### src/rtl/synth_pkg.sv
// synth_pkg: shared envelope phase encoding and level constants
package synth_pkg;

   localparam int ENV_LVL_W  = 16;
   localparam int ENV_RATE_W = 16;
   localparam logic [ENV_LVL_W-1:0] LVL_MAX = '1;

   typedef enum logic [2:0] {
      IDLE    = 3'd0,
      ATTACK  = 3'd1,
      DECAY   = 3'd2,
      SUSTAIN = 3'd3,
      RELEASE = 3'd4
   } env_phase_t;

endpackage

### src/rtl/env_sat_step.sv
// env_sat_step: saturating add toward a ceiling or subtract toward a floor, with at-limit flag
module env_sat_step #(
   parameter int W = 16
) (
   input  logic [W-1:0] i_a,
   input  logic [W-1:0] i_b,
   input  logic [W-1:0] i_lim,
   input  logic         i_sub,
   output logic [W-1:0] o_y,
   output logic         o_at_lim
);

   logic [W:0] w_sum;
   logic [W:0] w_floor;

   assign w_sum    = {1'b0, i_a} + {1'b0, i_b};
   assign w_floor  = {1'b0, i_lim} + {1'b0, i_b};
   assign o_at_lim = i_sub ? ({1'b0, i_a} <= w_floor) : (w_sum >= {1'b0, i_lim});
   assign o_y      = o_at_lim ? i_lim : (i_sub ? i_a - i_b : w_sum[W-1:0]);

endmodule

### src/rtl/adsr_envelope.sv
// adsr_envelope: per-voice linear ADSR envelope; define ADSR_RETRIG_EN for hard retrigger on every gate rise
module adsr_envelope
   import synth_pkg::*;
#(
   parameter int LVL_W  = ENV_LVL_W,
   parameter int RATE_W = ENV_RATE_W
) (
   input  logic              clk48m,
   input  logic              rst_n,
   input  logic              sample_tick,
   input  logic              gate,
   input  logic [RATE_W-1:0] attack_rate,
   input  logic [RATE_W-1:0] decay_rate,
   input  logic [LVL_W-1:0]  sustain_level,
   input  logic [RATE_W-1:0] release_rate,
   output logic [LVL_W-1:0]  level,
   output logic [2:0]        phase,
   output logic              busy
);

   localparam int SW = (LVL_W > RATE_W) ? LVL_W : RATE_W;
   localparam logic [SW-1:0] MAX = SW'({LVL_W{1'b1}});

   env_phase_t       r_phase;
   env_phase_t       w_phase_nxt;
   logic [LVL_W-1:0] r_level;
   logic [LVL_W-1:0] w_level_nxt;
   logic             r_gate_q;
   logic             w_rise;
   logic             w_restart;
   logic             w_ramp_up;
   logic             w_sub;
   logic             w_at_lim;
   logic [SW-1:0]    w_base;
   logic [SW-1:0]    w_a;
   logic [SW-1:0]    w_b;
   logic [SW-1:0]    w_lim;
   logic [SW-1:0]    w_y;

   assign w_rise = gate && !r_gate_q;

`ifdef ADSR_RETRIG_EN
   assign w_restart = w_rise;
   assign w_base    = '0;
`else
   assign w_restart = w_rise && (r_phase == IDLE || r_phase == RELEASE);
   assign w_base    = SW'(r_level);
`endif

   // One shared ramp unit: attack climbs to MAX, decay falls to sustain, release falls to zero
   assign w_ramp_up = w_restart || r_phase == ATTACK;
   assign w_sub     = !w_ramp_up;
   assign w_a       = w_restart ? w_base : SW'(r_level);
   assign w_b       = w_ramp_up ? SW'(attack_rate) :
                      (r_phase == DECAY ? SW'(decay_rate) : SW'(release_rate));
   assign w_lim     = w_ramp_up ? MAX : (r_phase == DECAY ? SW'(sustain_level) : '0);

   env_sat_step #(.W(SW)) u_step (
      .i_a      (w_a),
      .i_b      (w_b),
      .i_lim    (w_lim),
      .i_sub    (w_sub),
      .o_y      (w_y),
      .o_at_lim (w_at_lim)
   );

   // Next phase and level; a falling gate wins over any level-reached condition
   always_comb begin
      w_phase_nxt = r_phase;
      w_level_nxt = r_level;
      if (w_restart) begin
         w_phase_nxt = ATTACK;
         w_level_nxt = w_y[LVL_W-1:0];
      end else begin
         case (r_phase)
            IDLE: w_level_nxt = '0;
            ATTACK, DECAY: begin
               if (!gate) begin
                  w_phase_nxt = RELEASE;
               end else begin
                  w_level_nxt = w_y[LVL_W-1:0];
                  if (w_at_lim) w_phase_nxt = (r_phase == ATTACK) ? DECAY : SUSTAIN;
               end
            end
            SUSTAIN: begin
               if (!gate) w_phase_nxt = RELEASE;
               else w_level_nxt = sustain_level;
            end
            RELEASE: begin
               w_level_nxt = w_y[LVL_W-1:0];
               if (w_at_lim) w_phase_nxt = IDLE;
            end
            default: begin
               w_phase_nxt = IDLE;
               w_level_nxt = '0;
            end
         endcase
      end
   end

   // State, level and gate history advance only on sample ticks
   always_ff @(posedge clk48m or negedge rst_n) begin
      if (!rst_n) begin
         r_phase  <= IDLE;
         r_level  <= '0;
         r_gate_q <= 1'b0;
      end else if (sample_tick) begin
         r_phase  <= w_phase_nxt;
         r_level  <= w_level_nxt;
         r_gate_q <= gate;
      end
   end

   assign level = r_level;
   assign phase = r_phase;
   assign busy  = r_phase != IDLE;

endmodule

### config.mk
export PLATFORM = sky130hd
export DESIGN_NAME = adsr_envelope
export DESIGN_NICKNAME = d
export VERILOG_FILES = /design/src/rtl/synth_pkg.sv /design/src/rtl/env_sat_step.sv /design/src/rtl/adsr_envelope.sv
export SDC_FILE = /design/constraint.sdc
export NUM_CORES = 1
export LEC_CHECK = 0
export CORE_UTILIZATION = 43
export DETAILED_ROUTE_END_ITERATION = 16
export GPL_ROUTABILITY_DRIVEN = 0
export PLACE_DENSITY_LB_ADDON = 0.2
export SETUP_SLACK_MARGIN = 0.05
export SLEW_MARGIN = 20
export SYNTH_ARGS = -nofsm -noshare
export SYNTH_HDL_FRONTEND = slang
export SYNTH_SLANG_ARGS = --single-unit
### constraint.sdc
create_clock -name clk48m -period 13.2 [get_ports clk48m]
set_input_delay 3.3 -clock clk48m [delete_from_list [all_inputs] [get_ports clk48m]]
set_output_delay 3.3 -clock clk48m [all_outputs]
set_load 0.005 [all_outputs]
==> results by stage <==
Job:
- Max-cap violations in this run came to 0.

Timing:
- The worst pin sits at a relative slew slack of between 40 and 50%.
- The share of the cycle needed by the critical path after routing is around 73%.
- Hold is met by 0.5728 ns.
- The final-report max-slew violation count is 0.
- The top achievable clock speed is roughly 100 MHz.
- The setup skew after layout is 0.005141 ns.
- For the pin with the worst max-slew slack, the measured transition is around 0.85 ns.
- The final number of hold-violating endpoints is 0.
- The worst path in the final design needs a cycle of between 9 and 10 ns, including I/O delays and setup.
- Setup repair after global routing left no endpoint under its margin.
- The count of final setup violators is 0.
- The total negative slack for setup checks is 0 ns.

Die:
- The I/O pin count is 88.
- The die covers 11590 µm².
- The core area is 10840 µm².
- The number of cell rows is 38.
- The x dimension of the die is 107.7 µm.
- The initial cell density of the core is between 40% and 50%.
- The die is 107.7 µm tall.

GRT:
- The number of antenna violations at the first check in global routing is 0.
- The first global-routing pass estimated 23230 µm of wire.
- Entering global routing, the biggest net connects between 40 and 50 pins.
- The via count of the first global-routing pass was between 4000 and 5000.
- Global routing consumed, over all layers together, 25.48% of the routing resources.
- The total overflow left after global routing is 0.

Clock tree:
- TritonCTS built the clock tree.
- The clock slew at the register clock pins of the worst setup and hold paths is 0.09 ns.
- The number of buffers inserted for hold repair after clock tree synthesis is 0.
- The total CTS buffers is 3.
- The clock net in this run drives a total of 20 sinks.
- The clock passes through at most 2 buffers.
- Once the clock tree was built, the resizer swapped 0 gates to a different size.
- The buffers inserted during post-CTS setup optimization is 0.
- The clock root buffer is sky130_fd_sc_hd__clkbuf_8.
- The count of H-tree levels built during CTS is 1.
- The clock latency reported for the late side of the worst-skew pair is 0.28 ns.

Layout:
- 0 antenna diodes ended up in the layout.
- In the final design database the tool counted ~850 nets.
- From synthesis to final layout, the design area changed by 21.79%.
- The sequential standard cell area is between 500 and 600 µm².
- After filler insertion, the fill cell instance count of the layout stands at between 1000 and 1500.
- Summing all multi-input logic gate instances after layout gives 4001 µm².
- The ratio of cells with drive above 1 in the final layout is under 10%.

Worst setup path:
- Data arrives at the worst endpoint at about 9.8 ns.
- The critical path in this run is classified as input port to flip-flop.
- The minimum setup slack among reg-to-reg paths is 6.58 ns.
- The critical path endpoint category is a flip-flop.
- The critical path starts at gate.
- The launching element type of the critical path is an input port.
- The worst register-to-register path begins at phase[1].
- Of all nets on the critical path, the largest fanout is 33.
- The required arrival time at the worst endpoint is approximately 13 ns.

Synthesis:
- The number of distinct standard cells referenced by the synthesized netlist is 70.
- After synthesis the netlist holds a flip-flop and latch count of 20.
- The synthesized design spends more area on one cell type than any other, namely sky130_fd_sc_hd__ha_1.
- The most used flip-flop cell after synthesis is sky130_fd_sc_hd__dfrtp_1.
- Yosys attributes the largest share of cell area to sky130_fd_sc_hd__ha_1 21%, sky130_fd_sc_hd__dfrtp_1 10%, sky130_fd_sc_hd__mux2i_1 5.6%.
- The number of nets in the synthesized netlist is 784.
- Each instance of the synthesized netlist takes up on average about 7.6 µm².
- The share of synthesized area in the top cell type comes to a little over a fifth.
- The number of enable-type register cells in the synthesized netlist is 0.
- Yosys instantiated no cell more often than sky130_fd_sc_hd__ha_1.
- Yosys printed 0 warnings.
- In this run the cell area of the synthesized design comes to about 4800 µm².
- By count the netlist is led by 82 x sky130_fd_sc_hd__ha_1, 72 x sky130_fd_sc_hd__nor2_1, 53 x sky130_fd_sc_hd__a21oi_1.
- For this run, asynchronously set or reset flops after synthesis account for between 90% and 100%.
- The gate count after technology mapping is approximately 630.
- The share of the Yosys chip area taken by registers is a little over a tenth.

Routing:
- The remaining number of nets flagged by the antenna check after routing is 0.
- Using the TritonRoute via totals, the vias-per-cell ratio works out to between 5 and 6.
- The first detailed-routing pass took 5 iterations.
- The average detailed-routed wire length per instance is 17.30 µm.
- The number of remaining DRC errors is 0.
- The overall via count from detail_route is between 4000 and 5000.
- The first routing iteration left 228 violations.
- The routed wire length is approximately 15000 µm.

Worst hold path:
- The worst min-delay path category is flip-flop to flip-flop.
- The startpoint of the lowest-slack hold path is r_gate_q.

Placed design:
- The count of input and output buffers is 87.
- The wire-length estimate of the detail-placed layout is between 10000 and 15000 µm.

Status:
- The flow ran to the end, and the final reports show no timing, DRC or antenna violations.
[flip-flops by register name (all words and copies together) (netlist names)]
name      flops
r_gate_q      1
level        16
phase         3
[per-layer routing]
layer / vias to the layer above / share of wire (%) / track usage (%) / wire, µm
met1: 2289 / 46 / 33.91 / 6742
met2: 135 / 47 / 44.32 / 6886
li1: 2427 / - / - / -
met3: 20 / 4.3 / 2.179 / 621
met5: - / 0 / 0 / 0
met4: 0 / 1.8 / 5.773 / 268
[critical path: stages]
cell and delay [ns]:
sky130_fd_sc_hd__clkdlybuf4s50_1 0.64, sky130_fd_sc_hd__or3b_1 0.44, sky130_fd_sc_hd__a21oi_4 0.15, sky130_fd_sc_hd__buf_4 0.35
sky130_fd_sc_hd__nor2_1 0.10, sky130_fd_sc_hd__a21o_1 0.25, sky130_fd_sc_hd__ha_1 0.32, sky130_fd_sc_hd__a21o_1 0.16
sky130_fd_sc_hd__a21oi_1 0.22, sky130_fd_sc_hd__o21bai_1 0.13, sky130_fd_sc_hd__a211oi_1 0.35, sky130_fd_sc_hd__o31ai_1 0.21
sky130_fd_sc_hd__a221oi_1 0.40, sky130_fd_sc_hd__nor2b_1 0.10, sky130_fd_sc_hd__o21ai_0 0.16, sky130_fd_sc_hd__o31ai_1 0.12
sky130_fd_sc_hd__ha_1 0.21, sky130_fd_sc_hd__a2111oi_0 0.39, sky130_fd_sc_hd__o21ai_0 0.16, sky130_fd_sc_hd__a221oi_1 0.31
sky130_fd_sc_hd__a211oi_2 0.14, sky130_fd_sc_hd__nor2_4 0.60, sky130_fd_sc_hd__nor2_1 0.18, sky130_fd_sc_hd__a222oi_1 0.32
sky130_fd_sc_hd__o21ai_1 0.09
[cell families (layout without fill, tap and decap cells)]
group	Yosys count	count (layout)	share of synthesized area [%]
AO/OA/AOI/OAI	212	212	30.57
AND/OR/NAND/NOR	169	169	16.91
adder cells (fa/ha/maj)	85	85	22.62
buffers and inverters	80	148	6.802
XOR/XNOR	36	36	6.568
multiplexers	29	29	6.098
flip-flops	20	20	10.42
[placed cells by master, fill, tap and decap left out, types with 6 or more instances in the layout]
master / instances
sky130_fd_sc_hd__clkdlybuf4s50_1: 86
sky130_fd_sc_hd__ha_1: 82
sky130_fd_sc_hd__nor2_1: 72
sky130_fd_sc_hd__a21oi_1: 53
sky130_fd_sc_hd__inv_1: 52
sky130_fd_sc_hd__a21o_1: 35
sky130_fd_sc_hd__o21ai_0: 34
sky130_fd_sc_hd__mux2i_1: 27
sky130_fd_sc_hd__nand2_1: 25
sky130_fd_sc_hd__xnor2_1: 23
sky130_fd_sc_hd__dfrtp_1: 20
sky130_fd_sc_hd__nand3_1: 14
sky130_fd_sc_hd__a221oi_1: 14
sky130_fd_sc_hd__xor2_1: 13
sky130_fd_sc_hd__nor3_1: 11
sky130_fd_sc_hd__o21a_1: 8
sky130_fd_sc_hd__a211oi_1: 8
sky130_fd_sc_hd__o21ai_1: 8
sky130_fd_sc_hd__nor2b_1: 8
sky130_fd_sc_hd__o31ai_1: 7
sky130_fd_sc_hd__o21bai_1: 7
sky130_fd_sc_hd__and3_1: 7
sky130_fd_sc_hd__a31oi_1: 6
[stage by stage]
| stage | util [%] | setup WS (ns) | cells | cell area (µm²) |
|---|---|---|---|---|
| 2_1_floorplan | - | 4.635 | 631 | 4801 |
| 3_3_place_gp | 53.28 | 3.115 | 835 | 5776 |
| 3_5_place_dp | 53.28 | 2.957 | 835 | 5776 |
| 4_1_cts | 53.94 | 3.244 | 839 | 5847 |
| 5_1_grt | 53.94 | 2.974 | 839 | 5847 |
| 6_report | 53.94 | 3.562 | 839 | 5847 |
[worst paths after layout]
check | end | cells after the start
max in group asynchronous | level[11] | 1
min reg2reg | r_gate_q | 1
max reg2reg | level[14] | 24
min in group asynchronous | level[6] | 1
max | level[14] | 25
min | r_gate_q | 1
[layout make-up]
type / instances / share of cell area, %
clock buffer: 3 / 0.7062
clock inverter: 1 / 0.5136
inverter: 52 / 3.338
multi-input combinational: 531 / 68.44
sequential: 20 / 8.560
tap: 140 / 2.996
timing repair buffer: 92 / 15.45
Power is left out: the tool's default activity adds up to more than one toggle a clock period on the data nets, which glitch-free logic cannot reach.
